--- src/rtl/inst_queue.sv ---
// inst_queue: compacting 4-in / 2-out instruction queue between fetch and decode
// Ports:
//   clock, reset_n               clock; asynchronous active-low reset
//   in_word*/in_pc*/in_valid*    fetched line, lane 0 lowest address, valid lanes form a suffix
//   in_stream                    stream tag of the fetched line
//   flush                        redirect accepted: empties the queue and flips the expected stream
//   fetch_stall                  queue cannot take a full 4-word line
//   deq_stall                    decode not accepting this cycle
//   out_inst*/out_pc*/out_valid* head and head+1 instructions, zero when invalid
//   count                        occupied entries
module inst_queue #(
  parameter int DEPTH = 8,
  localparam int PTR_W = $clog2(DEPTH)
) (
  input  logic             clock,
  input  logic             reset_n,
  input  logic [31:0]      in_word0,
  input  logic [31:0]      in_word1,
  input  logic [31:0]      in_word2,
  input  logic [31:0]      in_word3,
  input  logic             in_valid0,
  input  logic             in_valid1,
  input  logic             in_valid2,
  input  logic             in_valid3,
  input  logic [31:0]      in_pc0,
  input  logic [31:0]      in_pc1,
  input  logic [31:0]      in_pc2,
  input  logic [31:0]      in_pc3,
  input  logic             in_stream,
  input  logic             flush,
  output logic             fetch_stall,
  input  logic             deq_stall,
  output logic [31:0]      out_inst0,
  output logic [31:0]      out_inst1,
  output logic [31:0]      out_pc0,
  output logic [31:0]      out_pc1,
  output logic             out_valid0,
  output logic             out_valid1,
  output logic [PTR_W:0]   count
);
  logic [PTR_W-1:0] head_q, head_d, tail_q, tail_d, head1;
  logic [PTR_W:0]   count_q, count_d;
  logic             stream_q, stream_d;
  logic [31:0]      word_q [DEPTH];
  logic [31:0]      pc_q [DEPTH];
  logic [3:0]       lane_v;
  logic [31:0]      lane_w [4];
  logic [31:0]      lane_pc [4];
  logic [2:0]       off [4];
  logic [2:0]       n_enq;
  logic [1:0]       n_deq;
  logic             enq;

  assign lane_v = {in_valid3, in_valid2, in_valid1, in_valid0};

  always_comb begin
    lane_w[0]  = in_word0;
    lane_w[1]  = in_word1;
    lane_w[2]  = in_word2;
    lane_w[3]  = in_word3;
    lane_pc[0] = in_pc0;
    lane_pc[1] = in_pc1;
    lane_pc[2] = in_pc2;
    lane_pc[3] = in_pc3;
  end

  // Each valid lane lands at tail plus the number of valid lanes below it,
  // which compacts the line without relying on the suffix shape.
  always_comb begin
    n_enq = '0;
    for (int i = 0; i < 4; i++) begin
      off[i] = n_enq;
      n_enq  = n_enq + {2'b0, lane_v[i]};
    end
  end

  // Stall depends only on registered occupancy so fetch sees a clean timing path.
  assign fetch_stall = count_q > (PTR_W+1)'(DEPTH - 4);
  assign enq         = ~fetch_stall & ~flush & (in_stream == stream_q);

  always_comb begin
    n_deq    = (deq_stall | flush) ? 2'd0 : (count_q > 1 ? 2'd2 : count_q[1:0]);
    head_d   = flush ? '0 : head_q + PTR_W'(n_deq);
    tail_d   = flush ? '0 : tail_q + (enq ? PTR_W'(n_enq) : '0);
    count_d  = flush ? '0 : count_q + (enq ? (PTR_W+1)'(n_enq) : '0) - (PTR_W+1)'(n_deq);
    stream_d = stream_q ^ flush;
  end

  always_ff @(posedge clock or negedge reset_n) begin
    if (!reset_n) begin
      head_q   <= '0;
      tail_q   <= '0;
      count_q  <= '0;
      stream_q <= 1'b0;
    end else begin
      head_q   <= head_d;
      tail_q   <= tail_d;
      count_q  <= count_d;
      stream_q <= stream_d;
    end
  end

  // Storage needs no reset: every read is qualified by count.
  always_ff @(posedge clock) begin
    if (enq)
      for (int i = 0; i < 4; i++)
        if (lane_v[i]) begin
          word_q[tail_q + PTR_W'(off[i])] <= lane_w[i];
          pc_q[tail_q + PTR_W'(off[i])]   <= lane_pc[i];
        end
  end

  assign head1      = head_q + PTR_W'(1);
  assign out_valid0 = count_q != '0;
  assign out_valid1 = count_q > 1;
  assign out_inst0  = out_valid0 ? word_q[head_q] : '0;
  assign out_pc0    = out_valid0 ? pc_q[head_q] : '0;
  assign out_inst1  = out_valid1 ? word_q[head1] : '0;
  assign out_pc1    = out_valid1 ? pc_q[head1] : '0;
  assign count      = count_q;
endmodule
--- config.mk ---
export PLATFORM = sky130hd
export DESIGN_NAME = inst_queue
export DESIGN_NICKNAME = d
export VERILOG_FILES = /design/src/rtl/inst_queue.sv
export SDC_FILE = /design/constraint.sdc
export NUM_CORES = 2
export LEC_CHECK = 0
export BUFFER_PORTS_ARGS = -buffer_cell sky130_fd_sc_hd__buf_4
export CAP_MARGIN = 20
export CORE_AREA = 2 2 324 326
export CTS_CLUSTER_DIAMETER = 30
export DETAILED_ROUTE_END_ITERATION = 8
export DIE_AREA = 0 0 326 328
export SKIP_LAST_GASP = 1
export SYNTH_ARGS = -nofsm -noshare
export SYNTH_HDL_FRONTEND = slang
export SYNTH_SLANG_ARGS = --single-unit
export TNS_END_PERCENT = 1
--- constraint.sdc ---
create_clock -name clock -period 12 [get_ports clock]
set_input_delay 2.4 -clock clock [delete_from_list [all_inputs] [get_ports clock]]
set_output_delay 2.4 -clock clock [all_outputs]
set_load 0.02 [all_outputs]
# Word level (Yosys, flattened, before mapping)
# Memories as Yosys holds them, arrays and structs flattened.
# Index checks and enable logic that the tools add are counted.
[op_classes]
n_addsub = 11
n_lt_le_gt_ge = 2
n_eq_ne = 1
n_mux = 23
bitwise_logic = 6
n_reduce_logical = 1
[ops]
columns = ["cell", "n"]
rows = [
  ["2-to-1 mux 32 bit", 4],
  ["2-to-1 mux 1 bit", 12],
  ["2-to-1 mux 3 bit", 4],
  ["adder 3 x 1 -> 3 bit", 2],
  ["adder 3 x 2 -> 3 bit", 2],
  ["adder 3 bit", 2],
  ["adder 4 x 3 -> 4 bit", 1],
  ["greater-than comparator 4 x 1 -> 1 bit, second input constant", 1],
  ["greater-than comparator 4 x 3 -> 1 bit, second input constant", 1],
  ["2-to-1 mux 2 bit", 2],
  ["2-to-1 mux 4 bit", 1],
  ["nonzero test 4 bit", 1],
  ["subtractor 4 x 2 -> 4 bit", 1],
  ["adder 2 x 1 -> 3 bit", 1],
  ["adder 3 x 1 -> 3 bit, second input constant", 1],
  ["adder 1 x 1 -> 2 bit", 1],
  ["bitwise AND 1 bit", 2],
  ["inverter 1 bit", 2],
  ["equality test 1 bit", 1],
  ["OR 1 bit", 1],
  ["XOR 1 bit", 1],
]
[word_totals]
reg_bits = 11
ramBits = 512
in_bits = 265
output_inout_bits = 135
word_cells = 50
mem_count = 2
[memory_table]
columns = ["memory", "depth", "word_bits", "read_ports", "rd_ports_with_merged_regs", "wr", "line", "source"]
rows = [
  ["pc_q", 8, 32, 2, 0, 4, "45", "logic [31:0] pc_q [DEPTH];"],
  ["word_q", 8, 32, 2, 0, 4, "44", "logic [31:0] word_q [DEPTH];"],
]

# Depth between registers and ports, before layout
[depth]
depth_word = 8
mapped_depth = 13
depth_no_buf = 11

# Worst setup path after synthesis
# Ideal clock, no wire load.
[synth_timing]
path_type = "input to register"
start = "in in_valid0"
end = "mem pc_q[6][0], enable pin"
setup_time_ns = 0.984
arrival_ns = 6.603
t_required_ns = 11.016
slack_ns = 4.413
cell_stages = 9
path_buffers = 2
path_cell_list = "fa_1 ha_1 fa_1 xor2_1 xnor2_1 or4_1 clkbuf_1 clkbuf_1 nand4_1"
[synth_lines]
columns = ["element", "line", "source"]
rows = [
  ["start, declared", "21", "input logic in_valid0,"],
  ["end, declared", "45", ""],
]

# Final worst setup path
[layout_timing]
start = "reg head_q[0]"
end = "out out_pc1[0]"
[layout_between]
elab_chain_len = 3
[layout_lines]
columns = ["element", "line", "source"]
rows = [
  ["start, declared", "41", "logic [PTR_W-1:0] head_q, head_d, tail_q, tail_d, head1;"],
  ["start signal, assigned", "91", "head_q <= '0;"],
  ["start signal, assigned", "96", "head_q <= head_d;"],
  ["adder 3 x 1 -> 3 bit", "113", "assign head1 = head_q + PTR_W'(1);"],
  ["memory (8 x 32 bit)", "-", ""],
  ["2-to-1 mux 32 bit", "119", "assign out_pc1 = out_valid1 ? pc_q[head1] : '0;"],
  ["end, declared", "36", "output logic [31:0] out_pc1,"],
]
# No other way between the ends.

==> results.py <==
metrics = {
    "outcome": {
        "outcome": "complete, no violations",
    },
    "floorplan": {
        "die_w_um": 326,
        "die_height_um": 328,
        "io_pins": 400,
        "die_area_um2": 107000,
        "start_util": 0.399,
        "core_area_um2": 103000,
        "placementRows": 118,
    },
    "flow_run": {
        "maxCapViolCount": 0,
    },
    "timing": {
        "fin_crit_ns": 6.97,
        "finalMaxSlewViolations": 0,
        "period_share": 0.581,
        "fin_ws_ns": 5.03,
        "grt_setup_unrepaired": "false",
        "finalSetupViolCount": 0,
        "tns_ns": 0,
        "fmax_ghz": 0.143,
        "hold_viol": 0,
        "slew_headroom": 0.135,
        "fin_skew_ns": 0.0190,
        "tightestPinTransition_ns": 1.30,
    },
    "logic_synthesis": {
        "muxShareOfSynthArea": 0.156,
        "synthTopCellsByArea": "edfxtp_1 37%, mux4_2 14%, a211oi_1 8.7%",
        "yosys.area.top_type_share": 0.373,
        "async_flop_share": 0.0210,
        "synth_xor_xnor_area_share": 0.00380,
        "synth_top_cell_by_area": "edfxtp_1",
        "synth_top_family_by_area": "compound AO/OA/AOI/OAI gates",
        "syn_inst": 4443,
        "synth_edf_count": 512,
        "avgSynthCellArea_um2": 9.27,
        "synth-adder-area-share": 0.00875,
        "ys.flop_type": "edfxtp_1",
        "yosys.area_share.simple": 0.140,
        "synth-seq-area-share": 0.380,
        "yosysUniqueCellTypes": 50,
        "syn_area_um2": 41200,
        "synth_compound_area_frac": 0.251,
        "yosysWarnings": 0,
        "synth.net_count": 4732,
        "synth_seq_cells": 523,
    },
    "critical_path": {
        "start_kind": "flip-flop",
        "critical_path.slowest_cell": "xor2_4",
        "end_kind": "output port",
        "path_class": "flip-flop to output port",
        "rr_startpoint": "tail_q[0]",
        "crit_path_max_incr_delay_ns": 0.84,
        "path_cells": "ha_4, xor2_4, buf_4, nand2_1, a21oi_1, buf_4",
        "worst_path_most_repeated_cell": "buf_4",
        "required_ns": 9.60,
        "crit_start": "head_q[0]",
        "arrival_ns": 4.57,
        "cp_max_fo": 41,
    },
    "final_layout": {
        "seqCellArea_um2": 15700,
        "fin_util": 0.482,
        "final_nets": 4752,
        "drive_gt1_frac": 0.225,
        "fillCellCount": 9422,
        "syn_to_final_growth_pct": 20.8,
        "multi_input_area_um2": 23400,
    },
    "cts": {
        "hold_buffers": 0,
        "cts_tree": "yes",
        "cts_sinks": 523,
        "cts_root_buf": "clkbuf_16",
        "cts_buffers": 148,
        "insertion_delay_ns": 0.75,
        "path_clk_slew_ns": 0.04,
        "cts-htree-levels": 4,
        "clockBufferDepth": 3,
        "postCtsSetupBuffers": 0,
        "cts_resized": 0,
    },
    "power_and_ir_drop": {
        "power_leakage_nw": 17.7,
        "ir_drop_mv": 0.163,
        "p_per_area_nw_per_um2": 197,
    },
    "place": {
        "dp_slack_ns": 3.77,
        "gp_congestion": 0.857,
        "dpl.hpwl_mm": 106,
        "port_buffers": 399,
    },
    "drt": {
        "vias": 41900,
        "drt_wl_total_mm": 197,
        "wl_per_cell_um": 33.0,
        "firstDrtPassIters": 7,
        "post_drt_via_cell_ratio": 7.01,
        "route.detailed.drc": 0,
        "first_iter_violations": 6442,
        "drtAntennaViolNets": 0,
    },
    "worst_hold_path": {
        "min-delay-start": "stream_q",
        "hold_class": "flip-flop to flip-flop",
    },
    "grt": {
        "grt_overflow": 0,
        "antenna_found_initial": 22,
        "track_usage": 0.358,
        "grt_pass1_wl_mm": 284,
        "grt_pass1_vias": 41300,
        "grt_max_degree": 100,
    },
}
==> flip-flops by register name (all words and copies together), names as in the netlist <==
name and cells:
head_q 3, word_q 256, tail_q 3, count 4
stream_q 1, pc_q 256
==> per-layer routing <==
metal	GRT usage	wire, µm	share of wire	vias to the layer above
li1	-	-	-	17100
met2	0.545	87400	0.44	3698
met3	0.0960	26300	0.13	890
met4	0.239	13300	0.068	6
met5	0	38	0.00019	-
met1	0.449	70300	0.36	20200
==> layout by cell type, fill, tap and decap left out, types with 14 or more instances in the layout <==
cell and n:
clkbuf_1 20, diode_2 17, and3_1 361, clkinv_2 23, a211oi_1 477, o21ai_1 333, nand2_1 649, inv_1 15
o21ai_0 692, a21boi_0 128, mux2i_1 64, clkinv_1 29, clkbuf_16 149, edfxtp_1 512, bufinv_16 21, buf_4 481
nor2_1 76, ha_1 15, clkinvlp_4 14, and4_1 28, a221oi_1 36, a21oi_1 65, mux4_2 256
==> metrics by stage <==
step | hold slack [ns] | instance area (µm²) | cells | total power [mW]
2_1_floorplan | 0.531 | 41200 | 4443 | 4.33
3_3_place_gp | 0.548 | 44500 | 5686 | 5.71
3_5_place_dp | 0.568 | 44500 | 5686 | 5.75
4_1_cts | 0.580 | 49500 | 5960 | 9.73
5_1_grt | 0.612 | 49700 | 5982 | 10.1
6_report | 0.582 | 49700 | 5984 | 9.82
==> layout make-up <==
class / count / area share
flip-flops and latches: 523 / 0.315
inverters: 15 / 0.00113
diodes: 17 / 0.000855
clock inverters: 105 / 0.0250
multi-input cells: 3288 / 0.471
clock buffers: 169 / 0.0765
well taps: 1380 / 0.0347
repair buffers: 487 / 0.0755
==> path summary, 6_finish.rpt <==
path | to | slack, ns | depth (start not counted)
max | out_pc1[0] | 5.03 | 6
min | stream_q | 0.58 | 1
max reg2reg | word_q[1][17] | 7.12 | 8
min reg2reg | stream_q | 0.58 | 1
max in group asynchronous | head_q[0] | 10.32 | 1
min in group asynchronous | stream_q | 1.50 | 1
==> power by group <==
group,internal (mW),leakage [nW],switching (mW)
Combinational,1.18,10.5,2.20
Sequential,2.31,4.78,0.126
Clock,2.72,2.42,1.29
Total,6.21,17.7,3.61
==> Yosys cell counts, types with 64 or more instances <==
library cell / number
edfxtp_1: 512
nand2_1: 656
clkbuf_1: 436
o21ai_0: 692
mux2i_1: 64
a21oi_1: 65
o21ai_1: 333
a21boi_0: 128
nor2_1: 79
a211oi_1: 477
and3_1: 370
buf_1: 114
mux4_2: 256
==> critical path, delay by kind of cell (launching register included) <==
family	cells	cell delay [ns]
buffers and inverters	2	1.11
XOR/XNOR	1	0.84
flip-flops	1	0.79
AO/OA/AOI/OAI	1	0.65
adder cells (fa/ha/maj)	1	0.26
AND/OR/NAND/NOR	1	0.10
==> logic make-up (layout without fill, tap and decap cells) <==
kind of cell,Yosys count,after routing
AOI/OAI and AO/OA,1736,1736
xor gates and xnor gates,17,17
adders and majority gates,24,24
buffers and inverters,632,776
DFF,523,523
muxes,320,320
other,0,17
and+or+nand+nor,1191,1191
Note: power is estimated with default switching activity, not from simulation.
